==> src/rtl/instruction_fetch_pkg.sv <==
// Shared fetch-stage types and instruction field layout.
// Immediate slice positions are also used by the decoder.
package instruction_fetch_pkg;

    typedef enum logic [1:0] {
        S_START,
        S_FETCH,
        S_HOLD
    } fetch_state_t;

    localparam logic [31:0] NOP_INSTR = 32'h0000_0000;

    localparam int IMM16_MSB = 15;
    localparam int IMM26_MSB = 25;

    function automatic logic [31:0] imm16(input logic [31:0] ir);
        return {{(31 - IMM16_MSB){ir[IMM16_MSB]}}, ir[IMM16_MSB:0]};
    endfunction

    function automatic logic [31:0] imm26(input logic [31:0] ir);
        return {{(31 - IMM26_MSB){ir[IMM26_MSB]}}, ir[IMM26_MSB:0]};
    endfunction

endpackage

==> src/rtl/instruction_fetch_next_pc_calc.sv <==
// Next-PC selection: register jump, relative jump, taken branch or
// fall-through, with the target forced to word alignment.
module instruction_fetch_next_pc_calc
    import instruction_fetch_pkg::*;
(
    input  logic [31:0] pc,
    input  logic [31:0] instr,
    input  logic        branch,
    input  logic        jump,
    input  logic        jump_reg,
    input  logic        cond_true,
    input  logic [31:0] reg_target,
    output logic [31:0] pc_plus4,
    output logic [31:0] next_pc,
    output logic        misalign
);

    logic [31:0] target;

    assign pc_plus4 = pc + 32'd4;

    // Jump outranks branch even though the decoder never raises both.
    always_comb begin
        if (jump && jump_reg) begin
            target = reg_target;
        end else if (jump) begin
            target = pc_plus4 + imm26(instr);
        end else if (branch && cond_true) begin
            target = pc_plus4 + imm16(instr);
        end else begin
            target = pc_plus4;
        end
    end

    assign misalign = |target[1:0];
    assign next_pc  = {target[31:2], 2'b00};

endmodule

==> src/rtl/instruction_fetch.sv <==
// Fetch stage: owns the PC, reads instruction memory, holds the
// instruction until retirement and then steps to the resolved next PC.
module instruction_fetch
    import instruction_fetch_pkg::*;
#(
    parameter logic [31:0] RESET_PC       = 32'h0000_0000,
    parameter int unsigned TIMEOUT_CYCLES = 255
) (
    input  logic        clk,
    input  logic        reset,
    output logic        imem_req,
    output logic [31:0] imem_addr,
    input  logic        imem_valid,
    input  logic [31:0] imem_rdata,
    output logic [31:0] instr,
    output logic        instr_valid,
    input  logic        instr_ack,
    output logic [31:0] pc,
    output logic [31:0] link_addr,
    input  logic        branch,
    input  logic        jump,
    input  logic        jump_reg,
    input  logic        cond_true,
    input  logic [31:0] reg_target,
    output logic        misalign_err,
    output logic        imem_timeout
);

    localparam logic [15:0] TIMEOUT_MAX = 16'(TIMEOUT_CYCLES);

    fetch_state_t state;
    fetch_state_t state_next;
    logic [15:0]  wait_cnt;
    logic         fetch_done;
    logic         retire;
    logic [31:0]  next_pc;
    logic         misalign;

    instruction_fetch_next_pc_calc u_next_pc (
        .pc        (pc),
        .instr     (instr),
        .branch    (branch),
        .jump      (jump),
        .jump_reg  (jump_reg),
        .cond_true (cond_true),
        .reg_target(reg_target),
        .pc_plus4  (link_addr),
        .next_pc   (next_pc),
        .misalign  (misalign)
    );

    assign imem_addr = pc;

    always_comb begin
        state_next  = state;
        imem_req    = 1'b0;
        instr_valid = 1'b0;
        fetch_done  = 1'b0;
        retire      = 1'b0;
        unique case (state)
            S_START: state_next = S_FETCH;
            S_FETCH: begin
                imem_req = 1'b1;
                if (imem_valid) begin
                    fetch_done = 1'b1;
                    state_next = S_HOLD;
                end
            end
            S_HOLD: begin
                instr_valid = 1'b1;
                if (instr_ack) begin
                    retire     = 1'b1;
                    state_next = S_FETCH;
                end
            end
            default: state_next = S_START;
        endcase
    end

    always_ff @(posedge clk) begin
        if (reset) begin
            state        <= S_START;
            pc           <= RESET_PC;
            instr        <= NOP_INSTR;
            misalign_err <= 1'b0;
            imem_timeout <= 1'b0;
            wait_cnt     <= '0;
        end else begin
            state        <= state_next;
            misalign_err <= retire && misalign;
            if (fetch_done) begin
                instr <= imem_rdata;
            end
            if (retire) begin
                pc <= next_pc;
            end
            // Counter saturates; the flag stays set until reset.
            if (state == S_FETCH && !imem_valid) begin
                if (wait_cnt != TIMEOUT_MAX) begin
                    wait_cnt <= wait_cnt + 16'd1;
                end
                if (wait_cnt == TIMEOUT_MAX - 16'd1) begin
                    imem_timeout <= 1'b1;
                end
            end else begin
                wait_cnt <= '0;
            end
        end
    end

endmodule

==> config.mk <==
export PLATFORM = sky130hd
export DESIGN_NAME = instruction_fetch
export DESIGN_NICKNAME = d
export VERILOG_FILES = /design/src/rtl/instruction_fetch_pkg.sv /design/src/rtl/instruction_fetch_next_pc_calc.sv /design/src/rtl/instruction_fetch.sv
export SDC_FILE = /design/constraint.sdc
export NUM_CORES = 1
export LEC_CHECK = 0
export BUFFER_PORTS_ARGS = -buffer_cell sky130_fd_sc_hd__buf_2
export CAP_MARGIN = 30
export CORE_ASPECT_RATIO = 2
export CORE_MARGIN = 3
export CORE_UTILIZATION = 53
export DETAILED_ROUTE_END_ITERATION = 8
export PLACE_DENSITY = 0.82
export SLEW_MARGIN = 40
export SYNTH_ARGS = -nofsm -noshare
export SYNTH_HDL_FRONTEND = slang
export SYNTH_SLANG_ARGS = --single-unit
==> constraint.sdc <==
create_clock -name clk -period 4.1 [get_ports clk]
set_input_delay 0.82 -clock clk [delete_from_list [all_inputs] [get_ports clk]]
set_output_delay 0.82 -clock clk [all_outputs]
set_load 0.02 [all_outputs]
==> impl_metrics.ini, run 1 <==
[yosys]
ys_ff_latch = 82
synth.yosys.seq_area_share = 0.2379
synth_most_common_cell = nand2_1
postSynthCellCount = 924
yosys.cell_types.count = 68
syn-mean-instance-area_um2 = 7.468
async_flop_share = 0
synthesis.area_um2 = 6900
netlist_top_cells_area = dfxtp_1 24%, ha_1 9.2%, nand2_1 8.3%
ys_warn_count = 0
yosys.area.top_type_share = 0.2379
synth_edf_count = 0
synth_top_cells_by_count = 153 x nand2_1, 103 x a21oi_1, 82 x dfxtp_1, 67 x nor2_1, 51 x ha_1
synth_largest_area_cell = dfxtp_1
synthFlopType = dfxtp_1

[grt]
grt_pass1_wl_um = 40490
first_global_vias = 7889
overflow = 0
globalRouteTotalUtil = 0.3608
grt_start_max_net_pins = 36
antenna_found_initial = 0

[sta]
max_slew.worst_pin.slew_ns = 0.8247
fin_crit_ns = 3.978
timing.max_slew.rel_slack = 0.4495
number_of_slew_limit_violations_in_the_final_report = 0
timing_hold_violations_final = 0
achievable-frequency_ghz = 0.2514
min_period_over_period = 0.9703
timing.clock.skew_ns = 0.008545
final-setup-viol-count = 0

[routing]
drt_pass1_iterations = 7
route.detailed.wl_per_inst_um = 20.81
vias = 7914
antenna_left = 0
drc_errors = 0
routed_via_density = 6.261
drt-initial-drc-count = 495
total_wire_length_after_detailed_routing_um = 26300

[cts]
post_cts_hold_buffer_count = 0
tritoncts = done
numCtsBuffers = 9
clock_sink_count = 82
htree_levels = 3
cts_root_buf = clkbuf_16
clkTransAtPathRegs_ns = 0.07
clkLatencyLatePin_ns = 0.34
cts-root-to-sink-buffers = 2

[setup_path]
cpMostUsedCell = buf_4
cp_max_fo = 5
critical-path-max-stage-delay_ns = 0.40
crit_arrival_ns = 4.18
critical_path.startpoint_type = register
timing.critical_path.required_ns = 4.30
path_cells = nand4_1, buf_4, nor4_4, buf_4, buf_4, nand2_1, nor2_1, xor2_1, buf_4, ha_1, nand4_1, nor3_1, o21ai_0, a211oi_2, nor3_1, nor4b_2, buf_4, a211o_1, o221ai_1
critical_path.n_buffers_inverters = 5
critical_path.endpoint_type = register
critical-path-top-delay-family = simple AND/OR/NAND/NOR gates
worst-setup-path-type = reg -> reg
crit_slowest_cell = ha_1

[job]
cap_viol_max_count = 0

[finish]
diodes = 0
post_layout_nonfiller_instances = 1264
layout-drive-gt1-share = 0.2819
num-fill-cells = 1137
design.final.nets = 1234
syn2layout_area_growth_pct = 23.68
finalInstanceArea_um2 = 8534

[floorplanning]
dieWidth_um = 86.69
die_area_um2 = 14510
start_util = 0.5465
vertical_die_dimension_um = 167.4
design.core.area_um2 = 12630
floorplan.rows = 58
ports_placed_on_the_boundary = 204

[placement]
dp_hpwl_um = 19780
globalplace.congestion = 1.073
placed_area_um2 = 8043
placement.io_buffers = 197
placed_cells = 1243

[pwr]
irDropWorstVdd_mv = 0.2312
pwrdens_nw_per_um2 = 237.1
static-leakage-power_nw = 4.204

[outcome]
status = finished, final reports clean

[worst_hold_path]
hold_class = reg -> reg
==> kinds of logic after synthesis <==
family | count (synthesis) | synth area share
flip-flops | 82 | 0.2379
multiplexers | 2 | 0.003082
other | 1 | 0.0005434
XOR/XNOR | 78 | 0.09900
adder cells (fa/ha/maj) | 52 | 0.09538
AO/OA/AOI/OAI | 276 | 0.2615
AND/OR/NAND/NOR | 344 | 0.2339
buffers and inverters | 89 | 0.06872
==> routing by layer <==
metal  up-vias  global-route usage  share of wire
li1       3658                   -              -
met1      3659              0.3461           0.32
met2       429              0.6294           0.52
met3       168             0.07779          0.066
met4         0              0.3039          0.098
met5         -                   0              0
==> area by class of cell <==
cell class,count,area [um2],share of cell area
sequential,82,1643,0.1925
multi-input combinational,758,4987,0.5844
timing repair buffer,250,1396,0.1636
inverter,9,33.78,0.003958
tap,150,187.7,0.02199
clock inverter,4,33.78,0.003958
clock buffer,11,252.7,0.02961
==> worst reg2reg max path: stages (launching register included) <==
cell and delay, ns:
dfxtp_1 0.35, nand4_1 0.24, buf_4 0.23, nor4_4 0.19
buf_4 0.18, buf_4 0.11, nand2_1 0.07, nor2_1 0.13
xor2_1 0.10, buf_4 0.17, ha_1 0.41, nand4_1 0.17
nor3_1 0.20, o21ai_0 0.21, a211oi_2 0.33, nor3_1 0.09
nor4b_2 0.29, buf_4 0.17, a211o_1 0.10, o221ai_1 0.10
==> path summary, 6_finish.rpt <==
kind / start / end / slack [ns] / depth (start not counted)
max: imem_addr[10] / imem_addr[31] / 0.12 / 19
min: instr[29] / instr[29] / 0.45 / 2
max reg2reg: imem_addr[10] / imem_addr[31] / 0.12 / 19
min reg2reg: instr[29] / instr[29] / 0.45 / 2
==> stage by stage <==
| stage | hold slack, ns | TNS, ns | setup WS (ns) | util | total power [mW] |
|---|---|---|---|---|---|
| after floorplan | 0.4580 | 0 | 0.01823 | - | 1.088 |
| after global placement | 0.4407 | 0 | 0.09628 | 0.6367 | 1.224 |
| after detailed placement | 0.4430 | 0 | 0.02473 | 0.6369 | 1.229 |
| after CTS | 0.4520 | 0 | 0.04477 | 0.6607 | 2.012 |
| after global routing | 0.4878 | -0.2567 | -0.07722 | 0.6759 | 2.098 |
| final | 0.4531 | 0 | 0.1216 | 0.6759 | 2.024 |
==> where the power goes <==
part / switching, mW / leakage, nW / internal [mW]
registers: 0.0277 / 0.665 / 0.818
logic: 0.248 / 3.40 / 0.135
clock network: 0.349 / 0.139 / 0.446
total: 0.624 / 4.20 / 1.40
==> sequential cells by signal (all words and copies together), names as in the netlist <==
register / flops
imem_timeout: 1
instr: 32
misalign_err: 1
state: 2
imem_addr: 30
wait_cnt: 16
==> cell usage in the layout, fill, tap and decap left out, types with 9 or more instances in the layout <==
cell type and count:
inv_1 9, nor3_1 13, a21o_1 31, o211ai_1 28, and3_1 14, xor2_1 36
nand2_1 152, buf_4 52, nand3_1 26, o21ai_0 32, nand4_1 15, a31oi_1 12
a21oi_1 101, xnor2_1 30, clkbuf_16 9, nor2_1 66, dfxtp_1 81, buf_2 197
ha_1 46, and2_1 10
==> timing repair <==
item                       in CTS  in global routing
cloned                          0                  0
buffers inserted                1                  5
setup endpoints to repair       1                 13
pin swaps                       1                  4
resized for setup               1                 30
Power figures use the tool's default switching activity.
==> inputs of run 2 (changes only) <==
--- a/config.mk
+++ b/config.mk
@@ -10,6 +10,7 @@
 export CORE_ASPECT_RATIO = 2
 export CORE_MARGIN = 3
 export CORE_UTILIZATION = 53
+export CTS_BUF_LIST = sky130_fd_sc_hd__clkbuf_16
 export DETAILED_ROUTE_END_ITERATION = 8
 export PLACE_DENSITY = 0.82
 export SLEW_MARGIN = 40
==> impl_metrics.ini, run 2 (synthesis results as in run 1) <==
[outcome]
status = finished, final reports clean

[floorplanning]
floorplan.rows = 58
design.core.area_um2 = 12630
die_area_um2 = 14510
vertical_die_dimension_um = 167.4
start_util = 0.5465
ports_placed_on_the_boundary = 204
dieWidth_um = 86.69

[grt]
grt_start_max_net_pins = 36
first_global_vias = 7843
overflow = 0
antenna_found_initial = 0
grt_pass1_wl_um = 40360
globalRouteTotalUtil = 0.3605

[finish]
registers.top_by_ff_count = instr
regArea_um2 = 1642
finalCoreUtilization = 0.6707
num-fill-cells = 1151
layout-drive-gt1-share = 0.2747
diodes = 0
design.final.nets = 1234
layout_commonest_cell = buf_2
flip_flop_count_of_the_largest_register_all_copies_and_words_added = 32
multi_input_comb_area_um2 = 4943
syn2layout_area_growth_pct = 22.74
layout.cells.most_common_list = 197 x buf_2, 152 x nand2_1, 100 x a21oi_1
finalInstanceArea_um2 = 8469
post_layout_nonfiller_instances = 1264

[routing]
total_wire_length_after_detailed_routing_um = 25970
vias = 7883
antenna_left = 0
drc_errors = 0
drt_pass1_iterations = 7
routed_via_density = 6.237
route.detailed.wl_per_inst_um = 20.55
drt-initial-drc-count = 542

[cts]
htree_levels = 3
numCtsBuffers = 9
clkLatencyLatePin_ns = 0.35
cts-root-to-sink-buffers = 2
tritoncts = done
post_cts_hold_buffer_count = 0
cts_root_buf = clkbuf_16
clkTransAtPathRegs_ns = 0.07
clock_sink_count = 82

[placement]
placement.io_buffers = 197
placed_area_um2 = 8043
dp_hpwl_um = 19780
placed_cells = 1243
place_ws_ns = 0.02473
globalplace.congestion = 1.073

[setup_path]
cp_max_fo = 6
timing.critical_path.required_ns = 4.37
critical_path.endpoint_type = register
worst-setup-path-type = reg -> reg
crit_arrival_ns = 4.25
critical_path.startpoint_type = register

[sta]
achievable-frequency_ghz = 0.2512
post-route-worst-setup-slack_ns = 0.1186
number_of_slew_limit_violations_in_the_final_report = 0
final-setup-viol-count = 0
timing.setup.tns_ns = 0
timing.max_slew.rel_slack = 0.4920
fin_crit_ns = 3.981
finalHoldWorstSlack_ns = 0.4524
timing_hold_violations_final = 0
grt_setup_unrepaired = true
timing.clock.skew_ns = 0.01008
max_slew.worst_pin.slew_ns = 0.7566
min_period_over_period = 0.9711

[pwr]
pwrdens_nw_per_um2 = 234.8
irDropWorstVdd_mv = 0.2313
design_power_total_mw = 1.988
static-leakage-power_nw = 4.170

[worst_hold_path]
hold_class = reg -> reg

[job]
cap_viol_max_count = 0
run 2: changes by cell type in the layout (fill, tap and decap cells not counted), sizes merged:
cell / previous run / this run
clkbuf: 11 / 9
clkinv: 1 / 3
run 2: final timing paths:
kind                               startpoint       endpoint  cells after the start  slack, ns
worst min register to register      instr[29]      instr[29]                      2       0.45
worst max-delay path            imem_addr[10]  imem_addr[31]                     15       0.12
worst min-delay path                instr[29]      instr[29]                      2       0.45
worst max register to register  imem_addr[10]  imem_addr[31]                     15       0.12
run 2: routing by layer:
layer,vias up,routed length (um),GRT usage
li1,3663,-,-
met1,3665,8091,0.3483
met2,391,13590,0.6308
met3,164,1668,0.07484
met4,0,2623,0.2985
met5,-,0,0
run 2: worst max-delay path, cell delays in order (launching register included):
cell,delay (ns)
dfxtp_1,0.35
nand4_1,0.27
nor4b_4,0.37
and2_2,0.25
and3_1,0.26
nand3_1,0.14
xnor2_2,0.18
ha_1,0.41
nand4_1,0.16
or3_1,0.39
a211oi_1,0.31
o21ai_0,0.12
nor4b_2,0.21
buf_4,0.16
a211o_1,0.26
o221ai_1,0.07
run 2: timing repair:
item	in CTS	in global routing
cloned	0	0
gates resized for setup	1	21
pin swaps	1	5
setup buffers	1	5
setup endpoints to repair	1	13
run 2: cell type report:
cell class,instances,share of cell area
Sequential cell,82,0.1938
Tap cell,150,0.02216
Inverter,9,0.003989
Multi-Input combinational cell,758,0.5837
Clock inverter,6,0.004875
Timing Repair Buffer,250,0.1649
Clock buffer,9,0.02659
run 2: power by group:
part	switching, mW	internal [mW]
clock	0.353	0.409
sequential	0.0269	0.818
combinational	0.247	0.134
==> inputs of run 3 (changes only) <==
--- a/config.mk
+++ b/config.mk
@@ -13,6 +13,7 @@
 export CTS_BUF_LIST = sky130_fd_sc_hd__clkbuf_16
 export DETAILED_ROUTE_END_ITERATION = 8
 export PLACE_DENSITY = 0.82
+export REMOVE_ABC_BUFFERS = 1
 export SLEW_MARGIN = 40
 export SYNTH_ARGS = -nofsm -noshare
 export SYNTH_HDL_FRONTEND = slang
==> impl_metrics.ini, run 3 (synthesis results as in run 1) <==
[sta]
final-setup-viol-count = 0
timing_hold_violations_final = 0
timing.max_slew.rel_slack = 0.4101
max_slew.worst_pin.slew_ns = 0.8836
timing.clock.skew_ns = 0.007681
fin_crit_ns = 3.961
achievable-frequency_ghz = 0.2525
min_period_over_period = 0.9661
number_of_slew_limit_violations_in_the_final_report = 0

[routing]
drt_pass1_iterations = 7
vias = 7807
drc_errors = 0
antenna_left = 0
routed_via_density = 6.176
drt-initial-drc-count = 511
total_wire_length_after_detailed_routing_um = 25320
route.detailed.wl_per_inst_um = 20.03

[placement]
dp_hpwl_um = 19630
placed_cells = 1247
globalplace.congestion = 1.047
placement.io_buffers = 197

[pwr]
static-leakage-power_nw = 4.223
netSwitchingFraction = 0.3178
internal_power_mw = 1.443
design_power_total_mw = 2.116
power.clock.fraction = 0.423
combPwrFrac = 0.179
pwrdens_nw_per_um2 = 247.3
irDropWorstVdd_mv = 0.2226
p_sw_uw = 672.6
share_seq_of_total_power = 0.398

[grt]
first_global_vias = 7675
grt_util_met2 = 0.6161
grt_pass1_wl_um = 38810
globalRouteTotalUtil = 0.3428
overflow = 0
grt_start_max_net_pins = 35
busiest_layer = met2
antenna_found_initial = 0
met1_usage = 0.3366
use_met3 = 0.05613

[finish]
diodes = 0
syn2layout_area_growth_pct = 24.03
registers.top_by_ff_count = instr
post_layout_nonfiller_instances = 1264
layout_commonest_cell = buf_2
layout.cells.most_common_list = 197 x buf_2, 152 x nand2_1, 100 x a21oi_1
layout-drive-gt1-share = 0.2837
flip_flop_count_of_the_largest_register_all_copies_and_words_added = 32
design.final.nets = 1233

[worst_hold_path]
hold_path_depth = 2
hold_class = reg -> reg

[floorplanning]
dieWidth_um = 86.69
die_area_um2 = 14510
start_util = 0.5465
design.core.area_um2 = 12630
ports_placed_on_the_boundary = 204
floorplan.rows = 58
vertical_die_dimension_um = 167.4

[setup_path]
critical_path.startpoint_type = register
crit_arrival_ns = 4.18
worst-setup-path-type = reg -> reg
critical_path.endpoint_type = register
cp_max_fo = 7
logic_depth_of_the_worst_register_to_register_path = 18
timing.critical_path.required_ns = 4.32

[cts]
numCtsBuffers = 9
htree_levels = 3
clkLatencyLatePin_ns = 0.35
clock_sink_count = 82
cts-root-to-sink-buffers = 2
post_cts_hold_buffer_count = 0
cts_root_buf = clkbuf_16
clkTransAtPathRegs_ns = 0.07
tritoncts = done

[job]
cap_viol_max_count = 0

[outcome]
status = finished, final reports clean
-- run 3: cell count changes in the layout (fill, tap and decap cells not counted), sizes merged --
cell / before / now
clkinvlp: 1 / 0
bufinv: 0 / 1
inv: 11 / 13
clkinv: 3 / 2
buf: 250 / 249
-- run 3: area by class of cell --
cell class / instances / area [um2]
multi-input combinational: 758 / 4992
fill: 1148 / 4069
clock inverter: 7 / 95.09
inverter: 9 / 33.78
sequential: 82 / 1648
timing repair buffer: 249 / 1376
clock buffer: 9 / 225.2
tap: 150 / 187.7
-- run 3: metrics by stage --
step / setup WS (ns) / instance area (um2) / setup TNS [ns] / util / hold WS (ns)
2_1_floorplan: -0.2215 / 6479 / -0.7616 / - / 0.4580
5_1_grt: -0.03631 / 8558 / -0.03631 / 0.6778 / 0.4708
3_5_place_dp: 0.01442 / 8040 / 0 / 0.6367 / 0.4448
3_3_place_gp: 0.01962 / 8038 / 0 / 0.6365 / 0.4397
6_report: 0.1390 / 8558 / 0 / 0.6778 / 0.4511
4_1_cts: 0.005743 / 8369 / 0 / 0.6628 / 0.4542
-- run 3: path summary, 6_finish.rpt --
| path | from | endpoint | slack [ns] |
|---|---|---|---|
| setup reg to reg | imem_addr[10] | imem_addr[31] | 0.14 |
| hold / removal | instr[31] | instr[31] | 0.45 |
| setup / recovery | imem_addr[10] | imem_addr[31] | 0.14 |
| hold reg to reg | instr[31] | instr[31] | 0.45 |
-- run 3: repair_timing --
| action | in CTS | in global routing |
|---|---|---|
| resized for setup | 1 | 39 |
| pin swaps | 0 | 4 |
| buffers inserted | 0 | 1 |
| setup endpoints to repair | 1 | 11 |
-- run 3: critical path: stages, from the launching register on --
cell      delay, ns
dfxtp_4        0.38
nand4_1        0.18
buf_4          0.22
nor4_4         0.19
buf_4          0.19
nand4_1        0.18
nor2_1         0.19
xor2_1         0.25
ha_1           0.29
a21o_1         0.18
a21o_1         0.19
a21oi_2        0.15
a21oi_1        0.09
or3_4          0.40
o21ai_1        0.18
nor4b_4        0.23
buf_4          0.16
a211o_1        0.09
o221ai_1       0.09
-- run 3: per-layer routing --
layer / vias to the layer above / share of wire
met5: - / 0
li1: 3663 / -
met4: 0 / 0.087
met1: 3606 / 0.33
met3: 134 / 0.061
met2: 404 / 0.52
-- run 3: power groups by stage --
stage	logic, mW	clock network, mW	registers (mW)
2_1_floorplan	0.172	0	0.886
3_3_place_gp	0.361	0	0.860
3_5_place_dp	0.365	0	0.861
4_1_cts	0.366	0.897	0.842
5_1_grt	0.408	0.930	0.846
6_report	0.379	0.895	0.843
